### config.mk
export PLATFORM = sky130hd
export DESIGN_NAME = rd_fifo_bus_arbiter
export DESIGN_NICKNAME = d
export VERILOG_FILES = /design/src/rtl/rd_fifo_bus_arbiter_pkg.sv /design/src/rtl/rd_fifo_bus_arbiter_picker.sv /design/src/rtl/rd_fifo_bus_arbiter.sv
export SDC_FILE = /design/constraint.sdc
export NUM_CORES = 1
export LEC_CHECK = 0
export ABC_CLOCK_PERIOD_IN_PS = 2980
export CORE_AREA = 2 2 279 281
export DETAILED_ROUTE_END_ITERATION = 10
export DIE_AREA = 0 0 281 283
export SYNTH_ARGS = -nofsm -noshare
export SYNTH_HDL_FRONTEND = slang
export SYNTH_SLANG_ARGS = --single-unit
### constraint.sdc
create_clock -name i_clk -period 2.98 [get_ports i_clk]
set_input_delay 0.745 -clock i_clk [delete_from_list [all_inputs] [get_ports i_clk]]
set_output_delay 0.745 -clock i_clk [all_outputs]
set_load 0.02 [all_outputs]
### src/rtl/rd_fifo_bus_arbiter_pkg.sv
//==============================================================================
// Module  : rd_fifo_bus_arbiter_pkg
// Brief   : Shared FSM encoding and round-robin helper for the read-FIFO arbiter.
// Revision: 1.0 - initial release
//==============================================================================
`default_nettype none

package rd_fifo_bus_arbiter_pkg;

  typedef enum logic [1:0] {
    ST_IDLE = 2'd0,
    ST_XFER = 2'd1,
    ST_DONE = 2'd2
  } arb_state_e;

  // Successor of cur in a ring of n slots.
  function automatic int unsigned rr_next(input int unsigned cur, input int unsigned n);
    return ((cur + 1) >= n) ? 0 : (cur + 1);
  endfunction

endpackage

`default_nettype wire

### src/rtl/rd_fifo_bus_arbiter_picker.sv
//==============================================================================
// Module  : rd_fifo_rr_picker
// Brief   : Combinational round-robin picker: first requester at or after ptr.
// Revision: 1.0 - initial release
//==============================================================================
`default_nettype none

module rd_fifo_rr_picker
  import rd_fifo_bus_arbiter_pkg::*;
#(
  parameter int NUM_CH = 4
) (
  input  logic [NUM_CH-1:0]         req_i,
  input  logic [$clog2(NUM_CH)-1:0] ptr_i,
  output logic                      found_o,
  output logic [$clog2(NUM_CH)-1:0] idx_o
);

  localparam int IDX_W = $clog2(NUM_CH);

  // Walk from farthest to nearest so the closest requester to ptr wins.
  always_comb begin
    found_o = 1'b0;
    idx_o   = '0;
    for (int k = NUM_CH - 1; k >= 0; k--) begin
      if (req_i[(int'(ptr_i) + k) % NUM_CH]) begin
        found_o = 1'b1;
        idx_o   = IDX_W'((int'(ptr_i) + k) % NUM_CH);
      end
    end
  end

endmodule

`default_nettype wire

### src/rtl/rd_fifo_bus_arbiter.sv
//==============================================================================
// Module  : rd_fifo_bus_arbiter
// Brief   : Round-robin page arbiter sharing one read-FIFO consumer among
//           NUM_CH channel FIFOs; reports per-page worst error code.
//           Optional stall timeout: define RD_FIFO_ARB_TIMEOUT_EN.
// Revision: 1.0 - initial release
//==============================================================================
`default_nettype none

module rd_fifo_bus_arbiter
  import rd_fifo_bus_arbiter_pkg::*;
#(
  parameter int NUM_CH             = 4,
  parameter int RD_FIFO_DATA_WIDTH = 136,
  parameter int ERROR_CODE_WIDTH   = 8,
  parameter int WORDS_PER_PAGE     = 256,
  parameter int TIMEOUT_CYCLES     = 4096
) (
  input  logic                               i_clk,
  input  logic                               i_rst_n,
  input  logic [NUM_CH-1:0]                  i_req,
  output logic [NUM_CH-1:0]                  o_grant,
  input  logic [NUM_CH*RD_FIFO_DATA_WIDTH-1:0] i_rd_fifo_data,
  input  logic [NUM_CH-1:0]                  i_rd_fifo_empty,
  output logic [NUM_CH-1:0]                  o_rd_fifo_re,
  output logic [RD_FIFO_DATA_WIDTH-1:0]      o_data,
  output logic                               o_empty,
  input  logic                               i_re,
  output logic                               o_busy,
  output logic                               o_done,
  output logic [$clog2(NUM_CH)-1:0]          o_done_ch,
  output logic [ERROR_CODE_WIDTH-1:0]        o_done_err
);

  localparam int CH_W   = $clog2(NUM_CH);
  localparam int BEAT_W = $clog2(WORDS_PER_PAGE) + 1;
  localparam logic [BEAT_W-1:0] LAST_BEAT = BEAT_W'(WORDS_PER_PAGE - 1);

  arb_state_e                  state_q;
  logic [CH_W-1:0]             sel_q;
  logic [CH_W-1:0]             rr_ptr_q;
  logic [CH_W-1:0]             done_ch_q;
  logic [NUM_CH-1:0]           grant_q;
  logic [BEAT_W-1:0]           beat_q;
  logic [ERROR_CODE_WIDTH-1:0] err_q;
  logic [ERROR_CODE_WIDTH-1:0] done_err_q;
  logic                        done_q;

  logic                          pick_found;
  logic [CH_W-1:0]               pick_idx;
  logic [RD_FIFO_DATA_WIDTH-1:0] head;
  logic [ERROR_CODE_WIDTH-1:0]   head_err;
  logic [ERROR_CODE_WIDTH-1:0]   err_d;
  logic                          in_xfer;
  logic                          pop;

`ifdef RD_FIFO_ARB_TIMEOUT_EN
  localparam int STALL_W = $clog2(TIMEOUT_CYCLES + 1);
  logic [STALL_W-1:0] stall_q;
`endif

  rd_fifo_rr_picker #(
    .NUM_CH (NUM_CH)
  ) u_picker (
    .req_i   (i_req),
    .ptr_i   (rr_ptr_q),
    .found_o (pick_found),
    .idx_o   (pick_idx)
  );

  assign head     = i_rd_fifo_data[sel_q*RD_FIFO_DATA_WIDTH +: RD_FIFO_DATA_WIDTH];
  assign head_err = head[RD_FIFO_DATA_WIDTH-1 -: ERROR_CODE_WIDTH];
  assign err_d    = (head_err > err_q) ? head_err : err_q;
  assign in_xfer  = (state_q == ST_XFER);

  // Outside XFER the port looks empty, so the word after a page is never exposed.
  assign o_empty      = in_xfer ? i_rd_fifo_empty[sel_q] : 1'b1;
  assign pop          = in_xfer & i_re & ~o_empty;
  assign o_rd_fifo_re = pop ? grant_q : '0;
  assign o_data       = head;
  assign o_grant      = grant_q;
  assign o_busy       = (state_q == ST_XFER) || (state_q == ST_DONE);
  assign o_done       = done_q;
  assign o_done_ch    = done_ch_q;
  assign o_done_err   = done_err_q;

  always_ff @(posedge i_clk or negedge i_rst_n) begin
    if (!i_rst_n) begin
      state_q    <= ST_IDLE;
      sel_q      <= '0;
      rr_ptr_q   <= '0;
      grant_q    <= '0;
      beat_q     <= '0;
      err_q      <= '0;
      done_q     <= 1'b0;
      done_ch_q  <= '0;
      done_err_q <= '0;
`ifdef RD_FIFO_ARB_TIMEOUT_EN
      stall_q    <= '0;
`endif
    end else begin
      done_q <= 1'b0;
`ifdef RD_FIFO_ARB_TIMEOUT_EN
      stall_q <= '0;
`endif
      case (state_q)
        ST_IDLE: begin
          if (pick_found) begin
            sel_q   <= pick_idx;
            grant_q <= NUM_CH'(1) << pick_idx;
            beat_q  <= '0;
            err_q   <= '0;
            state_q <= ST_XFER;
          end
        end
        ST_XFER: begin
          if (pop) begin
            beat_q <= beat_q + 1'b1;
            err_q  <= err_d;
            if (beat_q == LAST_BEAT) begin
              state_q    <= ST_DONE;
              done_q     <= 1'b1;
              done_ch_q  <= sel_q;
              done_err_q <= err_d;
            end
          end
`ifdef RD_FIFO_ARB_TIMEOUT_EN
          else if (stall_q == STALL_W'(TIMEOUT_CYCLES - 1)) begin
            state_q    <= ST_DONE;
            done_q     <= 1'b1;
            done_ch_q  <= sel_q;
            done_err_q <= '1;
          end else begin
            stall_q <= stall_q + 1'b1;
          end
`endif
        end
        ST_DONE: begin
          grant_q  <= '0;
          rr_ptr_q <= CH_W'(rr_next(int'(sel_q), NUM_CH));
          state_q  <= ST_IDLE;
        end
        default: state_q <= ST_IDLE;
      endcase
    end
  end

endmodule

`default_nettype wire

==> run summary <==
status: finished, final reports clean
Num CTS Buffers: 5
final setup fails: 0
Mapped Avg Cell Area: 14.1 sq um
cell family with most CP delay: buffers and inverters
Pre-Repair DR Iteration Count: 4
min-delay worst type: flop to flop
area occupied by multi-input gates: 4260 sq um
layout cells sized above 1: 0.260
Vias: 7806
Max Fclk: 0.341 GHz
initial antenna violation count: 95
WHS: 491 ps
CP Max Fanout: 6
mapped cell area: 5350 sq um
crit path buf inv count: 3
Main synth FF type: dfrtp_1
drt total wl: 74700 um
Yosys Warn Count: 0
RSZ-0062 raised after global routing: true
Die ar.: 79500 sq um
Root Driver: clkbuf_16
CP endpoint kind: output pin
sequential cell area: 958 sq um
sequential area share after synthesis: 0.178
Slowest-stage cell, CP: mux4_2
Yosys cell types: 45
fin crit share: 0.985
Wirelength per Cell: 34.2 um
Post-DRT Antenna Nets: 0
die outline height: 283 um
core area: 76700 sq um
initial DRC count: 336
crit path launch type: input pin
PwrDens: 742 nW/um^2
Yosys reg bits: 38
largest net degree at the start of global routing: 57
Setup Skew: 4.74 ps
VDD IR max: 0.000363 V
number of port buffers: 711
Final Non-Filler Cells: 2182
Slew @ Worst Pin: 913 ps
DRC errors left: 0
Top Ports: 712
CP required: 2240 ps
global-route wire length before repair: 92200 um
clock latency on the worst-skew pair: 290 ps
Core Rows: 102
Leakage Power: 5.18 nW
Sink Count: 38
H-Tree Depth: 2
CP Data Arrival Time: 2190 ps
delay of the slowest cell on the worst path: 520 ps
Rel. slew slack: 0.391
critical path class: input pin to output pin
MaxCap Viol Count: 0
FFs w/ async S/R, synth: 1.00
final hold violations: 0
maximum clock path buffer count: 2
crit path cell chain: clkdlybuf4s50_1 -> mux4_2 -> nor2_4 -> buf_12 -> and2_1 -> buf_4
placed cells: 2132
initial core utilization: 0.0698
Congestion Overflow GR: 0
Reg clk slew, reported paths: 60 ps
GRT Util Overall: 0.181
Syn-to-layout area delta: 170%
fillcell total: 8378
Syn Nets: 949
CTS tree: yes
fin area: 14500 sq um
hpwl dp: 69400 um
Die X: 281 um
vias in the first global route: 8291
Slew Viols, Final: 0
Post-Syn Instances: 379
Avg Vias per Cell: 3.58
placed cell area: 14000 sq um
commonest cells after routing, fill and taps aside: clkdlybuf4s50_1 (573), mux4_2 (137), buf_4 (77)
fin nets: 1681
Post-synth EDFFs: 0
GPL Wtd Cong: 0.921
commonest non-fill, non-tap cell in the layout: clkdlybuf4s50_1
Tmin final: 2930 ps
## cell families (layout without fill, tap and decap cells)
| kind of cell | Yosys count | after routing | synth area share |
|---|---|---|---|
| DFF | 38 | 38 | 0.178 |
| and+or+nand+nor | 73 | 73 | 0.0764 |
| AOI/OAI and AO/OA | 44 | 44 | 0.0542 |
| other | 0 | 30 | 0 |
| muxes | 151 | 151 | 0.604 |
| buffers and inverters | 52 | 785 | 0.0432 |
| adders and majority gates | 15 | 15 | 0.0351 |
| xor gates and xnor gates | 6 | 6 | 0.00982 |
## per-layer routing
layer,GRT usage,routed length [um],share of wire
met1,0.185,25600,0.34
met2,0.274,31800,0.43
met3,0.157,14600,0.19
met4,0.0488,2120,0.028
met5,0,620,0.0083
## worst reg2reg max path, stage by stage, from the launching register on
cell	delay [ps]
dfrtp_4	540
buf_12	160
buf_16	150
buf_4	140
mux4_2	470
ha_4	300
and4b_1	220
a211oi_2	50
o22ai_2	170
buf_4	150
o21ai_1	50
buf_4	170
a22o_1	210
## cell type report
cell class | count | area share
Clock inverter | 2 | 0.00416
Tap cell | 1040 | 0.0900
Inverter | 14 | 0.00364
Timing Repair Buffer | 763 | 0.527
Sequential cell | 38 | 0.0663
Antenna cell | 30 | 0.00519
Clock buffer | 6 | 0.00961
Multi-Input combinational cell | 289 | 0.294
## worst paths after layout
| check | start | end | slack [ps] | cells after the start |
|---|---|---|---|---|
| max | i_rd_fifo_empty[2] | o_rd_fifo_re[1] | 50 | 6 |
| min reg2reg | beat_q[8] | beat_q[8] | 490 | 2 |
| max reg2reg | sel_q[0] | err_q[3] | 90 | 12 |
| min | beat_q[8] | beat_q[8] | 490 | 2 |
| min in group asynchronous | i_rst_n | beat_q[8] | 590 | 1 |
| max in group asynchronous | i_rst_n | sel_q[0] | 1730 | 1 |
## per-stage QoR
step                utilization  TNS (ps)  setup WS (ps)  power, W
floorplan                     -         0           2.75   0.00514
global route              0.188     -80.5          -22.7    0.0114
global placement          0.183     -5910           -476    0.0100
finish                    0.188         0           45.0    0.0107
detailed placement        0.183     -6700           -448    0.0101
CTS                       0.187    -0.331         -0.331    0.0109
## cell usage after synthesis (all sizes together) (2+ instances only)
cell type  instances  share of area
inv               14         0.0098
nor3b              2         0.0028
clkbuf            11         0.0077
buf               27          0.026
o21ai             15          0.014
and2               5         0.0058
nor3               2         0.0028
mux2               5          0.011
dfrtp             38           0.18
ha                15          0.035
mux4             137           0.58
nor2              14          0.012
o22ai              2         0.0023
nand4              3         0.0035
a22o               8          0.013
mux2i              9          0.017
nor2b              2         0.0023
nand2             26          0.018
nand3              4         0.0037
a21oi              7         0.0065
nor4               5         0.0093
nand2b             6         0.0070
xor2               2         0.0033
a31oi              3         0.0035
a211o              2         0.0033
xnor2              4         0.0065
o21a               3         0.0056
## power breakdown
group	internal, W	switching [W]	leakage [nW]
registers	0.000615	0.000132	0.512
clock network	0.000503	0.000219	0.0973
logic	0.00448	0.00478	4.57
## state kept, by name, summed over array words and instances, names as in the netlist
register and count:
o_done_err 8, rr_ptr_q 2, state_q 2, err_q 8, o_grant 4, o_done 1, o_done_ch 2, beat_q 9
sel_q 2
## timing repair
item / in CTS / in global routing
resized for setup: 116 / 25
pin swaps: 0 / 6
hold buffers: 0 / 0
cloned: 2 / 0
setup buffers: 9 / 2
setup endpoints to repair: 123 / 38
(Power assumes the default switching activity.)
